$ cat config.mk
export PLATFORM = sky130hd
export DESIGN_NAME = led_counter_ctrl
export DESIGN_NICKNAME = d
export VERILOG_FILES = /design/src/rtl/led_ctrl_pkg.sv /design/src/rtl/btn_debounce.sv /design/src/rtl/led_counter_ctrl.sv
export SDC_FILE = /design/constraint.sdc
export NUM_CORES = 1
export LEC_CHECK = 0
export ABC_AREA = 1
export CAP_MARGIN = 20
export CORE_ASPECT_RATIO = 0.8
export CORE_MARGIN = 5
export CORE_UTILIZATION = 51
export CTS_CLUSTER_SIZE = 10
export DETAILED_ROUTE_END_ITERATION = 16
export PLACE_DENSITY = 0.82
export SLEW_MARGIN = 15
export SYNTH_ARGS = -nofsm -noshare
export SYNTH_HDL_FRONTEND = slang
export SYNTH_SLANG_ARGS = --single-unit
$ cat constraint.sdc
create_clock -name clk -period 1.5 [get_ports clk]
set_clock_uncertainty 0.1 [all_clocks]
set_input_delay 0.3 -clock clk [delete_from_list [all_inputs] [get_ports clk]]
set_output_delay 0.3 -clock clk [all_outputs]
set_load 0.005 [all_outputs]
$ cat src/rtl/led_ctrl_pkg.sv
// Shared types and defaults for the LED counter run-time controller.
package led_ctrl_pkg;

  typedef enum logic [1:0] {
    S_MANUAL    = 2'd0,
    S_BOUNCE_UP = 2'd1,
    S_BOUNCE_DN = 2'd2,
    S_CLEAR     = 2'd3
  } state_t;

  localparam logic [1:0] LED_MANUAL = 2'b00;
  localparam logic [1:0] LED_BOUNCE = 2'b01;
  localparam logic [1:0] LED_CLEAR  = 2'b10;

  localparam int         DEF_DB_CYCLES = 500000;
  localparam int         DEF_CLR_HOLD  = 65536;
  localparam logic [7:0] DEF_TOP       = 8'hFF;
  localparam logic [7:0] DEF_BOT       = 8'h00;

endpackage

$ cat src/rtl/btn_debounce.sv
// Push-button conditioner: 2-FF synchroniser, stable-count debounce and a
// one-cycle press pulse on each accepted 0->1 transition.
module btn_debounce
  import led_ctrl_pkg::*;
#(
  parameter int DB_CYCLES = DEF_DB_CYCLES
) (
  input  logic clk,
  input  logic reset,
  input  logic btn_raw,
  output logic press
);

  localparam int             CW   = $clog2(DB_CYCLES + 1);
  localparam logic [CW-1:0]  LAST = CW'(DB_CYCLES - 1);
  localparam logic [CW-1:0]  ONE  = CW'(1);

  logic          meta;
  logic          synced;
  logic          level;
  logic [CW-1:0] cnt;

  always_ff @(posedge clk) begin
    if (reset) begin
      meta   <= 1'b0;
      synced <= 1'b0;
      level  <= 1'b0;
      cnt    <= '0;
      press  <= 1'b0;
    end else begin
      meta   <= btn_raw;
      synced <= meta;
      press  <= 1'b0;
      // Any sample matching the accepted level restarts the stability count.
      if (synced != level) begin
        if (cnt == LAST) begin
          level <= synced;
          cnt   <= '0;
          press <= synced;
        end else begin
          cnt <= cnt + ONE;
        end
      end else begin
        cnt <= '0;
      end
    end
  end

endmodule

$ cat src/rtl/led_counter_ctrl.sv
// Run-time controller for the LED counter datapath: debounced buttons drive
// rate select, direction, BOUNCE auto-reverse and a timed counter clear.
module led_counter_ctrl
  import led_ctrl_pkg::*;
#(
  parameter int         DB_CYCLES = DEF_DB_CYCLES,
  parameter int         CLR_HOLD  = DEF_CLR_HOLD,
  parameter logic [7:0] TOP       = DEF_TOP,
  parameter logic [7:0] BOT       = DEF_BOT
) (
  input  logic       clk,
  input  logic       reset,
  input  logic       btn_speed,
  input  logic       btn_dir,
  input  logic       btn_mode,
  input  logic       btn_clr,
  input  logic [7:0] cnt_val,
  output logic [1:0] sel,
  output logic       ud,
  output logic       cnt_clr,
  output logic [1:0] mode_led
);

  localparam int            TW   = $clog2(CLR_HOLD + 1);
  localparam logic [TW-1:0] LOAD = TW'(CLR_HOLD);
  localparam logic [TW-1:0] ONE  = TW'(1);

  logic speed_p, dir_p, mode_p, clr_p;

  btn_debounce #(.DB_CYCLES(DB_CYCLES)) u_db_speed (
    .clk(clk), .reset(reset), .btn_raw(btn_speed), .press(speed_p));
  btn_debounce #(.DB_CYCLES(DB_CYCLES)) u_db_dir (
    .clk(clk), .reset(reset), .btn_raw(btn_dir), .press(dir_p));
  btn_debounce #(.DB_CYCLES(DB_CYCLES)) u_db_mode (
    .clk(clk), .reset(reset), .btn_raw(btn_mode), .press(mode_p));
  btn_debounce #(.DB_CYCLES(DB_CYCLES)) u_db_clr (
    .clk(clk), .reset(reset), .btn_raw(btn_clr), .press(clr_p));

  // cnt_val comes from the slow clock domain; a limit only counts once two
  // consecutive synchronised samples agree, so a mid-change sample is ignored.
  logic [7:0] cv_meta, cv_sync, cv_prev;
  logic       match_top, match_bot;

  always_ff @(posedge clk) begin
    if (reset) begin
      cv_meta <= '0;
      cv_sync <= '0;
      cv_prev <= '0;
    end else begin
      cv_meta <= cnt_val;
      cv_sync <= cv_meta;
      cv_prev <= cv_sync;
    end
  end

  assign match_top = (cv_sync == TOP) && (cv_prev == TOP);
  assign match_bot = (cv_sync == BOT) && (cv_prev == BOT);

  state_t        state, state_n;
  logic [TW-1:0] timer, timer_n;
  logic          ret_bounce, ret_bounce_n;
  logic [1:0]    sel_n, led_n;
  logic          ud_n, cnt_clr_n;

  always_ff @(posedge clk) begin
    if (reset) begin
      state      <= S_MANUAL;
      timer      <= '0;
      ret_bounce <= 1'b0;
      sel        <= 2'b00;
      ud         <= 1'b1;
      cnt_clr    <= 1'b0;
      mode_led   <= LED_MANUAL;
    end else begin
      state      <= state_n;
      timer      <= timer_n;
      ret_bounce <= ret_bounce_n;
      sel        <= sel_n;
      ud         <= ud_n;
      cnt_clr    <= cnt_clr_n;
      mode_led   <= led_n;
    end
  end

  // Press priority clr > mode > dir; speed is applied in every state.
  always_comb begin
    state_n      = state;
    timer_n      = timer;
    ret_bounce_n = ret_bounce;
    sel_n        = sel + {1'b0, speed_p};
    ud_n         = ud;
    cnt_clr_n    = cnt_clr;
    led_n        = mode_led;

    if (state != S_CLEAR && clr_p) begin
      state_n      = S_CLEAR;
      ret_bounce_n = (state != S_MANUAL);
      timer_n      = LOAD;
      cnt_clr_n    = 1'b1;
      led_n        = LED_CLEAR;
    end else begin
      case (state)
        S_MANUAL: begin
          if (mode_p) begin
            state_n = S_BOUNCE_UP;
            ud_n    = 1'b1;
            led_n   = LED_BOUNCE;
          end else if (dir_p) begin
            ud_n = ~ud;
          end
        end
        S_BOUNCE_UP: begin
          if (mode_p) begin
            state_n = S_MANUAL;
            led_n   = LED_MANUAL;
          end else if (match_top) begin
            state_n = S_BOUNCE_DN;
            ud_n    = 1'b0;
          end
        end
        S_BOUNCE_DN: begin
          if (mode_p) begin
            state_n = S_MANUAL;
            led_n   = LED_MANUAL;
          end else if (match_bot) begin
            state_n = S_BOUNCE_UP;
            ud_n    = 1'b1;
          end
        end
        S_CLEAR: begin
          if (timer == ONE) begin
            timer_n   = '0;
            cnt_clr_n = 1'b0;
            if (ret_bounce) begin
              state_n = S_BOUNCE_UP;
              ud_n    = 1'b1;
              led_n   = LED_BOUNCE;
            end else begin
              state_n = S_MANUAL;
              led_n   = LED_MANUAL;
            end
          end else begin
            timer_n = timer - ONE;
          end
        end
        default: state_n = S_MANUAL;
      endcase
    end
  end

endmodule
==> metrics.txt, run 1 <==
# TYPE chip_impl_metric gauge
chip_impl_info{name="status",value="finished with violations"} 1
chip_impl_info{name="violations_in_the_final_reports",value="setup timing"} 1
chip_impl_metric{name="fp.dieW",unit="um"} 136
chip_impl_metric{name="largest_vdd_supply_drop",unit="uV"} 956
chip_impl_metric{name="start_util",unit=""} 0.526
chip_impl_metric{name="synth_edf_count",unit=""} 0
chip_impl_metric{name="row_count",unit=""} 36
chip_impl_metric{name="fin_crit_sh",unit=""} 1.13
chip_impl_metric{name="pwr-share-comb",unit=""} 0.049
chip_impl_info{name="dominantRegCellSynth",value="sky130_fd_sc_hd__dfxtp_1"} 1
chip_impl_metric{name="die_area",unit="um^2"} 15100
chip_impl_metric{name="post_cts_hold_buffer_count",unit=""} 0
chip_impl_metric{name="timing.final.crit_period",unit="ns"} 1.70
chip_impl_metric{name="worstSkewPairLatency",unit="ns"} 0.44
chip_impl_metric{name="slew_headroom",unit=""} 0.760
chip_impl_metric{name="grt_first_pass_wirelength",unit="mm"} 25.8
chip_impl_metric{name="power.sequential.fraction",unit=""} 0.425
chip_impl_metric{name="cts.path.max_buffers",unit=""} 2
chip_impl_metric{name="placedCellCount",unit=""} 1150
chip_impl_metric{name="async_reset_ff_frac",unit=""} 0
chip_impl_metric{name="place_congestion",unit=""} 0.896
chip_impl_metric{name="report.final.hold_viol_count",unit=""} 0
chip_impl_metric{name="syn_area_per_cell",unit="um^2"} 7.44
chip_impl_metric{name="worst_max_slew_pin_slew",unit="ns"} 0.359
chip_impl_info{name="most_frequent_cell_after_synthesis",value="sky130_fd_sc_hd__nor2_1"} 1
chip_impl_info{name="cts_root_buf",value="sky130_fd_sc_hd__clkbuf_16"} 1
chip_impl_info{name="kind_of_end_point_of_the_critical_path",value="flip-flop"} 1
chip_impl_metric{name="register_bit_total_from_synthesis",unit=""} 142
chip_impl_metric{name="syn_area",unit="um^2"} 6500
chip_impl_info{name="synth_commonest_cells",value="167 x sky130_fd_sc_hd__nor2_1, 158 x sky130_fd_sc_hd__nand2_1, 142 x sky130_fd_sc_hd__dfxtp_1"} 1
chip_impl_metric{name="dr_total_vias",unit=""} 6255
chip_impl_metric{name="synth_top_area_frac",unit=""} 0.438
chip_impl_metric{name="max-cap-violations",unit=""} 0
chip_impl_metric{name="tritoncts_num_sinks",unit=""} 142
chip_impl_metric{name="routed_wirelength",unit="mm"} 18.6
chip_impl_metric{name="required_time_of_the_critical_path",unit="ns"} 1.78
chip_impl_metric{name="internal_power",unit="uW"} 6990
chip_impl_metric{name="power.share.clock",unit=""} 0.526
chip_impl_metric{name="place.port_buffers",unit=""} 19
chip_impl_metric{name="core_region_area",unit="um^2"} 12300
chip_impl_metric{name="hold_slack",unit="ns"} 0.134
chip_impl_metric{name="powerDensity",unit="nW/um^2"} 976
chip_impl_metric{name="dp_hpwl",unit="mm"} 9.41
chip_impl_metric{name="leakagePower",unit="uW"} 0.00387
chip_impl_metric{name="switching_share",unit=""} 0.230
chip_impl_metric{name="drc_violations_left",unit=""} 0
chip_impl_metric{name="post_drt_via_cell_ratio",unit=""} 5.16
chip_impl_metric{name="synth_warnings",unit=""} 0
chip_impl_metric{name="first_iter_violations",unit=""} 476
chip_impl_metric{name="globalRoute.totalOverflow",unit=""} 0
chip_impl_info{name="criticalPathCategory",value="flip-flop to flip-flop"} 1
chip_impl_metric{name="n_fill_cell",unit=""} 796
chip_impl_metric{name="final_net_count",unit=""} 1054
chip_impl_metric{name="synth_cells",unit=""} 873
chip_impl_metric{name="stdcell_count",unit=""} 1212
chip_impl_metric{name="route.antenna.remaining_nets",unit=""} 0
chip_impl_metric{name="max_freq",unit="MHz"} 590
chip_impl_metric{name="groute.usage.overall",unit=""} 0.208
chip_impl_info{name="yosys.area.top_type",value="sky130_fd_sc_hd__dfxtp_1"} 1
chip_impl_metric{name="io_pins",unit=""} 20
chip_impl_metric{name="finalWorstSetupSlack",unit="ns"} -0.195
chip_impl_info{name="unrepaired_setup_endpoints_after_global_routing",value="true"} 1
chip_impl_metric{name="antenna_cells_inserted",unit=""} 0
chip_impl_info{name="yosys-top-cells-area",value="sky130_fd_sc_hd__dfxtp_1 44%, sky130_fd_sc_hd__nor2_1 9.6%, sky130_fd_sc_hd__nand2_1 9.1%, sky130_fd_sc_hd__inv_1 7.3%, sky130_fd_sc_hd__xor2_1 3.6%"} 1
chip_impl_metric{name="total_switching_power",unit="uW"} 2080
chip_impl_metric{name="cts.clk_slew.worst_paths",unit="ns"} 0.06
chip_impl_metric{name="crit_path_max_fanout",unit=""} 3
chip_impl_info{name="cp-start-kind",value="flip-flop"} 1
chip_impl_metric{name="synthDistinctLibCells",unit=""} 43
chip_impl_metric{name="antenna_found_initial",unit=""} 0
chip_impl_metric{name="htree_num_levels",unit=""} 4
chip_impl_metric{name="first_global_vias",unit=""} 5751
chip_impl_metric{name="chipHeight",unit="um"} 111
chip_impl_metric{name="crit_path_dat",unit="ns"} 1.97
chip_impl_metric{name="cts-buffers-inserted",unit=""} 17
chip_impl_metric{name="drt_first_pass_iters",unit=""} 6
chip_impl_metric{name="synth_seq_area_share",unit=""} 0.438
chip_impl_info{name="worstHoldPathType",value="input port to flip-flop"} 1
chip_impl_info{name="cts_tree",value="done"} 1
chip_impl_metric{name="total_power",unit="uW"} 9070
chip_impl_metric{name="post_route_cells_drive_above_1_share",unit=""} 0.364
chip_impl_metric{name="slew_violations",unit=""} 0
chip_impl_metric{name="synth.net_count",unit=""} 899
chip_impl_metric{name="timing.final.setup_violations",unit=""} 57
chip_impl_metric{name="place_ws",unit="ns"} -0.0955
chip_impl_metric{name="wl_per_cell",unit="um"} 15.4
chip_impl_metric{name="syn_to_final_growth",unit="%"} 43.1
chip_impl_metric{name="largest_net_degree_at_the_start_of_global_routing",unit=""} 17
[area by class of cell]
class | instances | area [um^2] | area share
clock buffer | 17 | 425 | 0.0458
clock inverter | 15 | 234 | 0.0252
inverter | 134 | 517 | 0.0556
multi-input combinational | 588 | 3790 | 0.408
sequential | 142 | 2920 | 0.314
tap | 171 | 214 | 0.0230
timing repair buffer | 145 | 1190 | 0.128
[power groups by stage]
stage / Clock (uW) / Combinational [uW] / Sequential [uW]
2_1_floorplan: 0 / 192 / 3930
3_3_place_gp: 0 / 345 / 3930
3_5_place_dp: 0 / 347 / 3940
4_1_cts: 4750 / 383 / 3860
5_1_grt: 4950 / 484 / 3850
6_report: 4770 / 446 / 3850
[stage by stage]
stage | setup TNS [ns] | instance area, um^2 | utilization
after detailed placement | -2.27 | 7600 | 0.616
after global routing | -8.34 | 9290 | 0.753
after floorplan | 0 | 6510 | -
final | -3.39 | 9290 | 0.753
after CTS | -0.486 | 8590 | 0.696
after global placement | -0.868 | 7600 | 0.616
[worst paths after layout]
kind | from | endpoint | slack, ns | cells past startpoint
worst min-delay path | reset | state[1] | 0.13 | 2
worst min register to register | u_db_mode.meta | u_db_mode.synced | 0.31 | 2
worst max register to register | u_db_dir.cnt[0] | u_db_dir.cnt[16] | -0.20 | 10
worst max-delay path | u_db_dir.cnt[0] | u_db_dir.cnt[16] | -0.20 | 10
[sequential cells by signal (all words and copies together), names as in the netlist, 2 cells and up]
register	flops
u_db_speed.cnt	19
mode_led	2
u_db_clr.cnt	19
u_db_dir.cnt	19
cv_sync	8
sel	2
cv_meta	8
state	2
timer	17
u_db_mode.cnt	19
cv_prev	8
[kinds of logic after synthesis]
logic type | count (synthesis) | synth area share
flip-flops | 142 | 0.438
XOR/XNOR | 40 | 0.0539
buffers and inverters | 144 | 0.0869
AO/OA/AOI/OAI | 59 | 0.0499
adder cells (fa/ha/maj) | 12 | 0.0231
AND/OR/NAND/NOR | 476 | 0.349
[routing by layer]
layer,share of wire,vias up,global-route usage
met1,0.39,2914,0.256
li1,-,3051,-
met3,0.053,67,0.0458
met4,0.038,0,0.0900
met2,0.52,223,0.347
met5,0,-,0
[critical path: stages, from the launching register on]
cell                      delay (ns)
sky130_fd_sc_hd__dfxtp_4        0.37
sky130_fd_sc_hd__ha_4           0.16
sky130_fd_sc_hd__nand2_4        0.08
sky130_fd_sc_hd__nor2_4         0.16
sky130_fd_sc_hd__inv_2          0.09
sky130_fd_sc_hd__nor3_4         0.22
sky130_fd_sc_hd__inv_2          0.08
sky130_fd_sc_hd__nor2_2         0.10
sky130_fd_sc_hd__xor2_1         0.14
sky130_fd_sc_hd__nand2_1        0.08
sky130_fd_sc_hd__inv_1          0.05
[cell usage in the layout, fill, tap and decap left out, types with 12 or more instances in the layout]
cell	Yosys	final
sky130_fd_sc_hd__nor2_1	167	140
sky130_fd_sc_hd__nand2_1	158	133
sky130_fd_sc_hd__buf_4	2	112
sky130_fd_sc_hd__inv_1	127	110
sky130_fd_sc_hd__dfxtp_1	142	102
sky130_fd_sc_hd__nand3_1	47	34
sky130_fd_sc_hd__dfxtp_2	0	29
sky130_fd_sc_hd__xor2_1	27	25
sky130_fd_sc_hd__a21oi_1	33	25
sky130_fd_sc_hd__nor2_4	11	24
sky130_fd_sc_hd__nor2_2	8	22
sky130_fd_sc_hd__nand2_2	9	21
sky130_fd_sc_hd__inv_2	7	20
sky130_fd_sc_hd__nand4_1	20	20
sky130_fd_sc_hd__clkbuf_16	0	17
sky130_fd_sc_hd__nand3_2	7	16
sky130_fd_sc_hd__nand2_4	2	15
sky130_fd_sc_hd__clkdlybuf4s50_1	0	12
sky130_fd_sc_hd__buf_6	2	12
[what timing repair did]
action	CTS	global route
buffers inserted	11	19
setup endpoints to repair	72	93
gates resized for setup	85	161
cloned	1	0
pin swaps	23	60
(Power assumes the default switching activity.)
==> inputs of run 2 (changes only) <==
- SKIP_LAST_GASP: not set -> 1
==> run 2 against run 1 <==
The flow still finishes with violations (setup timing); worst setup slack improved by 0.020 ns; first-iteration DRC count increased by 5.3%; worst hold slack got worse by 0.00090 ns; clock-buffer cell count unchanged; cell count decreased by 0.17%; core utilization decreased by 0.35 points; flip-flop and latch count unchanged; sequential share of layout area increased by 0.18 points; sequential power about the same; critical path depth increased by 2; total power decreased by 0.51%; largest power group unchanged; highest routed layer unchanged.
==> metrics.txt, run 2 (synthesis results as in run 1) <==
# TYPE chip_impl_metric gauge
chip_impl_info{name="status",value="finished with violations"} 1
chip_impl_info{name="violations_in_the_final_reports",value="setup timing"} 1
chip_impl_metric{name="timing.final.crit_period",unit="ns"} 1.68
chip_impl_metric{name="core_region_area",unit="um^2"} 12300
chip_impl_metric{name="wl_per_cell",unit="um"} 14.9
chip_impl_info{name="cp-startpoint",value="timer[1]"} 1
chip_impl_metric{name="stdcell_count",unit=""} 1210
chip_impl_metric{name="worstSkewPairLatency",unit="ns"} 0.43
chip_impl_metric{name="report.final.hold_viol_count",unit=""} 0
chip_impl_info{name="top_usage_layer",value="met2"} 1
chip_impl_metric{name="drt_first_pass_iters",unit=""} 5
chip_impl_metric{name="largest_net_degree_at_the_start_of_global_routing",unit=""} 17
chip_impl_metric{name="io_pins",unit=""} 20
chip_impl_metric{name="worst-r2r-cell-count",unit=""} 12
chip_impl_metric{name="worstSetupPathDepth",unit=""} 12
chip_impl_info{name="hold_path_startpoint",value="reset"} 1
chip_impl_metric{name="chipHeight",unit="um"} 111
chip_impl_metric{name="slew_violations",unit=""} 0
chip_impl_metric{name="final_util",unit=""} 0.749
chip_impl_metric{name="powerDensity",unit="nW/um^2"} 975
chip_impl_metric{name="crit_buf_inv",unit=""} 3
chip_impl_metric{name="max-cap-violations",unit=""} 0
chip_impl_metric{name="finalWorstSetupSlack",unit="ns"} -0.176
chip_impl_metric{name="final_net_count",unit=""} 1052
chip_impl_metric{name="grt_use_met2",unit=""} 0.351
chip_impl_metric{name="dp_hpwl",unit="mm"} 9.41
chip_impl_metric{name="required_time_of_the_critical_path",unit="ns"} 1.70
chip_impl_metric{name="first_iter_violations",unit=""} 501
chip_impl_info{name="cts_tree",value="done"} 1
chip_impl_metric{name="htree_num_levels",unit=""} 4
chip_impl_metric{name="antenna_found_initial",unit=""} 0
chip_impl_metric{name="syn_to_final_growth",unit="%"} 42.4
chip_impl_metric{name="worst_max_slew_pin_slew",unit="ns"} 0.403
chip_impl_info{name="chain_of_cells_forming_the_critical_path",value="inv_2 -> ha_4 -> inv_2 -> nor2_1 -> nand2_1 -> nor2_1 -> nand2_2 -> nand2_4 -> buf_4 -> a21oi_2 -> o21ai_1 -> a21oi_1"} 1
chip_impl_info{name="worstHoldPathType",value="input port to flip-flop"} 1
chip_impl_info{name="cp-start-kind",value="flip-flop"} 1
chip_impl_metric{name="slew_headroom",unit=""} 0.729
chip_impl_metric{name="largest_vdd_supply_drop",unit="uV"} 953
chip_impl_metric{name="crit_path_dat",unit="ns"} 1.88
chip_impl_metric{name="fp.dieW",unit="um"} 136
chip_impl_metric{name="globalRoute.totalOverflow",unit=""} 0
chip_impl_metric{name="route.antenna.remaining_nets",unit=""} 0
chip_impl_metric{name="hold_slack",unit="ns"} 0.134
chip_impl_metric{name="leakagePower",unit="uW"} 0.00384
chip_impl_metric{name="routed_wirelength",unit="mm"} 18.0
chip_impl_metric{name="cts.clk_slew.worst_paths",unit="ns"} 0.06
chip_impl_metric{name="grt_use_met1",unit=""} 0.256
chip_impl_metric{name="placedCellCount",unit=""} 1150
chip_impl_metric{name="place_congestion",unit=""} 0.896
chip_impl_info{name="cts_root_buf",value="sky130_fd_sc_hd__clkbuf_16"} 1
chip_impl_metric{name="post_route_cells_drive_above_1_share",unit=""} 0.360
chip_impl_metric{name="slowest_delay",unit="ns"} 0.33
chip_impl_info{name="cp_top_family",value="simple AND/OR/NAND/NOR gates"} 1
chip_impl_metric{name="groute.layer.met3.usage",unit=""} 0.0472
chip_impl_metric{name="groute.usage.overall",unit=""} 0.209
chip_impl_info{name="criticalPathCategory",value="flip-flop to flip-flop"} 1
chip_impl_metric{name="drc_violations_left",unit=""} 0
chip_impl_metric{name="post_drt_via_cell_ratio",unit=""} 5.15
chip_impl_info{name="kind_of_end_point_of_the_critical_path",value="flip-flop"} 1
chip_impl_metric{name="setup-tns-final",unit="ns"} -3.04
chip_impl_info{name="worst_r2r_startpoint",value="timer[1]"} 1
chip_impl_info{name="final_cell_mix",value="141 x sky130_fd_sc_hd__nor2_1, 135 x sky130_fd_sc_hd__nand2_1, 112 x sky130_fd_sc_hd__inv_1"} 1
chip_impl_metric{name="first_global_vias",unit=""} 5748
chip_impl_metric{name="cts-buffers-inserted",unit=""} 17
chip_impl_metric{name="max_freq",unit="MHz"} 597
chip_impl_metric{name="post_cts_hold_buffer_count",unit=""} 0
chip_impl_info{name="unrepaired_setup_endpoints_after_global_routing",value="true"} 1
chip_impl_metric{name="row_count",unit=""} 36
chip_impl_metric{name="die_area",unit="um^2"} 15100
chip_impl_metric{name="tritoncts_num_sinks",unit=""} 142
chip_impl_metric{name="min_path_cells",unit=""} 2
chip_impl_info{name="slowest_cell_on_the_critical_path",value="sky130_fd_sc_hd__dfxtp_2"} 1
chip_impl_metric{name="place.port_buffers",unit=""} 19
chip_impl_metric{name="cts.path.max_buffers",unit=""} 2
chip_impl_metric{name="timing.final.setup_violations",unit=""} 45
chip_impl_metric{name="start_util",unit=""} 0.526
chip_impl_metric{name="antenna_cells_inserted",unit=""} 0
chip_impl_metric{name="n_fill_cell",unit=""} 812
chip_impl_info{name="mostFrequentLayoutCell",value="sky130_fd_sc_hd__nor2_1"} 1
chip_impl_metric{name="grt_first_pass_wirelength",unit="mm"} 25.8
chip_impl_metric{name="crit_path_max_fanout",unit=""} 6
chip_impl_metric{name="fin_crit_sh",unit=""} 1.12
chip_impl_metric{name="dr_total_vias",unit=""} 6230
run 2: path summary, 6_finish.rpt:
check	endpoint	slack, ns
setup reg to reg	timer[16]	-0.18
setup / recovery	timer[16]	-0.18
hold / removal	state[1]	0.13
hold reg to reg	u_db_mode.synced	0.31
run 2: timing repair:
item                                    CTS  global route
buffers inserted                         11            17
resized for setup                        79           161
cloned                                    1             0
endpoints found under the setup margin   72            94
pin swaps                                22            64
run 2: where the power goes:
group | switching (uW) | leakage (uW) | total (uW) | internal (uW)
sequential | 39.8 | 0.00117 | 3850 | 3810
clock | 1750 | 0.000316 | 4730 | 2980
combinational | 242 | 0.00235 | 440 | 198
total | 2040 | 0.00384 | 9020 | 6990
run 2: layout make-up:
class                      instances  area, um^2  share of cell area
multi-input combinational        588        3760               0.407
sequential                       142        2920               0.316
timing repair buffer             143        1170               0.127
inverter                         134         515              0.0557
clock buffer                      17         425              0.0460
clock inverter                    15         234              0.0253
tap                              171         214              0.0231
run 2: stage by stage:
| step | worst slack (ns) | cell area, um^2 | power, uW |
|---|---|---|---|
| floorplan | 0.00423 | 6510 | 4120 |
| global placement | -0.0639 | 7600 | 4280 |
| detailed placement | -0.0955 | 7600 | 4280 |
| CTS | -0.0575 | 8580 | 8990 |
| global route | -0.231 | 9250 | 9260 |
| finish | -0.176 | 9250 | 9020 |
run 2: layer usage:
layer,share of wire,vias to the layer above
li1,-,3054
met1,0.40,2858
met2,0.51,260
met3,0.055,58
met4,0.032,0
met5,0,-
run 2: worst reg2reg max path, delay by kind of cell (launching register included):
family,cells,cell delay [ns]
buffers and inverters,3,0.24
and+or+nand+nor,5,0.51
DFF,1,0.33
AOI/OAI and AO/OA,3,0.25
adders and majority gates,1,0.12
==> inputs of run 3 (changes only) <==
- CORE_MARGIN: 5 -> 2
- SLEW_MARGIN: 15 -> 20
==> run 3 against run 2 <==
The flow still finishes with violations (setup timing); sequential share of layout area is 0.065 points higher; clock-buffer cell count up 2; via count fell by 1.2%; fmax fell by 1.8%; sequential power is essentially flat; die area decreased by 9.6%; largest power group unchanged; cell area hardly changed; worst setup slack got worse by 0.030 ns; routed wire length shrank 3.2%; non-clock buffer count shrank 2; worst hold slack got worse by 0.0058 ns; first-iteration DRC count decreased by 16%.
==> metrics.txt, run 3 (synthesis results as in run 1) <==
# TYPE chip_impl_metric gauge
chip_impl_info{name="cts_root_buf",value="sky130_fd_sc_hd__clkbuf_16"} 1
chip_impl_metric{name="crit_path_dat",unit="ns"} 1.95
chip_impl_metric{name="timing.final.crit_period",unit="ns"} 1.71
chip_impl_metric{name="largest_net_degree_at_the_start_of_global_routing",unit=""} 17
chip_impl_metric{name="timing.final.setup_violations",unit=""} 54
chip_impl_metric{name="htree_num_levels",unit=""} 4
chip_impl_metric{name="syn_to_final_growth",unit="%"} 42.5
chip_impl_metric{name="worst-r2r-cell-count",unit=""} 11
chip_impl_metric{name="min_path_cells",unit=""} 3
chip_impl_metric{name="row_count",unit=""} 36
chip_impl_metric{name="grt_first_pass_wirelength",unit="mm"} 25.3
chip_impl_metric{name="chipHeight",unit="um"} 105
chip_impl_info{name="criticalPathCategory",value="flip-flop to flip-flop"} 1
chip_impl_metric{name="post_drt_via_cell_ratio",unit=""} 5.10
chip_impl_metric{name="slew_violations",unit=""} 0
chip_impl_metric{name="postPlaceCellArea",unit="um^2"} 7540
chip_impl_metric{name="tritoncts_num_sinks",unit=""} 142
chip_impl_info{name="kind_of_end_point_of_the_critical_path",value="flip-flop"} 1
chip_impl_metric{name="finalWorstSetupSlack",unit="ns"} -0.206
chip_impl_metric{name="dr_total_vias",unit=""} 6156
chip_impl_metric{name="start_util",unit=""} 0.528
chip_impl_metric{name="cts.clk_slew.worst_paths",unit="ns"} 0.06
chip_impl_metric{name="worstSkewPairLatency",unit="ns"} 0.42
chip_impl_metric{name="routedLengthMet1",unit="mm"} 7.37
chip_impl_metric{name="internal_power",unit="uW"} 7060
chip_impl_info{name="cp-start-kind",value="flip-flop"} 1
chip_impl_metric{name="report.final.hold_viol_count",unit=""} 0
chip_impl_metric{name="post_cts_hold_buffer_count",unit=""} 0
chip_impl_metric{name="first_global_vias",unit=""} 5652
chip_impl_metric{name="power.share.clock",unit=""} 0.524
chip_impl_metric{name="route.antenna.remaining_nets",unit=""} 0
chip_impl_metric{name="total_switching_power",unit="uW"} 1960
chip_impl_info{name="cts_tree",value="done"} 1
chip_impl_info{name="slowest_cell_on_the_critical_path",value="sky130_fd_sc_hd__dfxtp_2"} 1
chip_impl_metric{name="groute.usage.overall",unit=""} 0.231
chip_impl_metric{name="wl_per_cell",unit="um"} 14.5
chip_impl_metric{name="cts-buffers-inserted",unit=""} 17
chip_impl_metric{name="post_route_cells_drive_above_1_share",unit=""} 0.347
chip_impl_metric{name="fin_crit_sh",unit=""} 1.14
chip_impl_metric{name="max_freq",unit="MHz"} 586
chip_impl_metric{name="crit_path_max_fanout",unit=""} 7
chip_impl_metric{name="max-cap-violations",unit=""} 0
chip_impl_metric{name="die_area",unit="um^2"} 13700
chip_impl_info{name="violations_in_the_final_reports",value="setup timing"} 1
chip_impl_metric{name="core_region_area",unit="um^2"} 12300
chip_impl_info{name="mostFrequentLayoutCell",value="sky130_fd_sc_hd__nor2_1"} 1
chip_impl_metric{name="cts.path.max_buffers",unit=""} 2
chip_impl_metric{name="power.sequential.fraction",unit=""} 0.426
chip_impl_metric{name="leakagePower",unit="uW"} 0.00385
chip_impl_metric{name="first_iter_violations",unit=""} 421
chip_impl_metric{name="place_ws",unit="ns"} -0.100
chip_impl_metric{name="drt_first_pass_iters",unit=""} 6
chip_impl_metric{name="largest_vdd_supply_drop",unit="uV"} 844
chip_impl_info{name="chain_of_cells_forming_the_critical_path",value="inv_2 -> ha_4 -> inv_2 -> nor2_2 -> nand2_1 -> nor2_2 -> nand2_2 -> o21ai_4 -> nor2_4 -> clkinvlp_4 -> a21oi_2"} 1
chip_impl_metric{name="slowest_delay",unit="ns"} 0.33
chip_impl_metric{name="dp_hpwl",unit="mm"} 9.44
chip_impl_metric{name="worst_max_slew_pin_slew",unit="ns"} 0.406
chip_impl_metric{name="final_net_count",unit=""} 1050
chip_impl_info{name="status",value="finished with violations"} 1
chip_impl_metric{name="place_congestion",unit=""} 0.905
chip_impl_info{name="final_cell_mix",value="141 x sky130_fd_sc_hd__nor2_1, 138 x sky130_fd_sc_hd__nand2_1, 113 x sky130_fd_sc_hd__inv_1"} 1
chip_impl_metric{name="antenna_found_initial",unit=""} 0
chip_impl_metric{name="total_power",unit="uW"} 9020
chip_impl_metric{name="io_pins",unit=""} 20
chip_impl_metric{name="slew_headroom",unit=""} 0.729
chip_impl_metric{name="pwr-share-comb",unit=""} 0.050
chip_impl_info{name="worstHoldPathType",value="input port to flip-flop"} 1
chip_impl_metric{name="antenna_cells_inserted",unit=""} 0
chip_impl_info{name="unrepaired_setup_endpoints_after_global_routing",value="true"} 1
chip_impl_metric{name="powerDensity",unit="nW/um^2"} 974
chip_impl_metric{name="routed_wirelength",unit="mm"} 17.5
chip_impl_metric{name="fp.dieW",unit="um"} 130
chip_impl_metric{name="required_time_of_the_critical_path",unit="ns"} 1.75
chip_impl_metric{name="setup-tns-final",unit="ns"} -3.52
chip_impl_metric{name="globalRoute.totalOverflow",unit=""} 0
chip_impl_metric{name="place.port_buffers",unit=""} 19
chip_impl_metric{name="switching_share",unit=""} 0.217
chip_impl_metric{name="drc_violations_left",unit=""} 0
chip_impl_info{name="dr.max_layer_used",value="met4"} 1
chip_impl_metric{name="routed-wl-met3",unit="um"} 818
chip_impl_metric{name="routed-wl-met2",unit="mm"} 9.02
chip_impl_metric{name="postLayoutCellArea",unit="um^2"} 9260
chip_impl_metric{name="hold_slack",unit="ns"} 0.128
## run 3: per-layer routing
layer | global-route usage | vias up
met5 | 0 | -
met4 | 0.0876 | 0
met3 | 0.0497 | 31
met2 | 0.386 | 179
met1 | 0.291 | 2901
li1 | - | 3045
## run 3: worst paths after layout
check,to,slack [ns],start
worst min register to register,cv_sync[7],0.31,cv_meta[7]
worst min-delay path,sel[0],0.13,reset
worst max-delay path,timer[0],-0.21,timer[1]
worst max register to register,timer[0],-0.21,timer[1]
## run 3: critical path, delay by kind of cell, from the launching register on
| kind | cells | cell delay, ns |
|---|---|---|
| flops | 1 | 0.33 |
| buf+inv | 3 | 0.30 |
| compound gates | 2 | 0.21 |
| fa+ha+maj | 1 | 0.15 |
| simple gates | 5 | 0.52 |
## run 3: power groups by stage
stage / Sequential [uW] / Clock (uW) / Combinational [uW]
finish: 3840 / 4720 / 452
global route: 3850 / 4920 / 488
CTS: 3860 / 4750 / 384
detailed placement: 3940 / 0 / 353
global placement: 3940 / 0 / 345
floorplan: 3930 / 0 / 192
## run 3: stage by stage
| stage | std cells | utilization |
|---|---|---|
| after floorplan | 873 | - |
| after global placement | 1140 | 0.613 |
| after detailed placement | 1140 | 0.613 |
| after CTS | 1181 | 0.690 |
| after global routing | 1207 | 0.753 |
| final | 1207 | 0.753 |
## run 3: repair_timing
action / 4_1_cts / 5_1_grt
buffers inserted: 9 / 25
gates resized for setup: 74 / 163
gates cloned: 1 / 2
endpoints found under the hold margin: 0 / 0
setup endpoints to repair: 70 / 104
pin swaps: 21 / 66
## run 3: cell type report
class,instances,area [um^2]
clock buffer,19,453
clock inverter,12,206
fill,759,3040
inverter,134,523
multi-input combinational,587,3700
sequential,142,2930
tap,171,214
timing repair buffer,141,1220
timing repair inverter,1,7.51
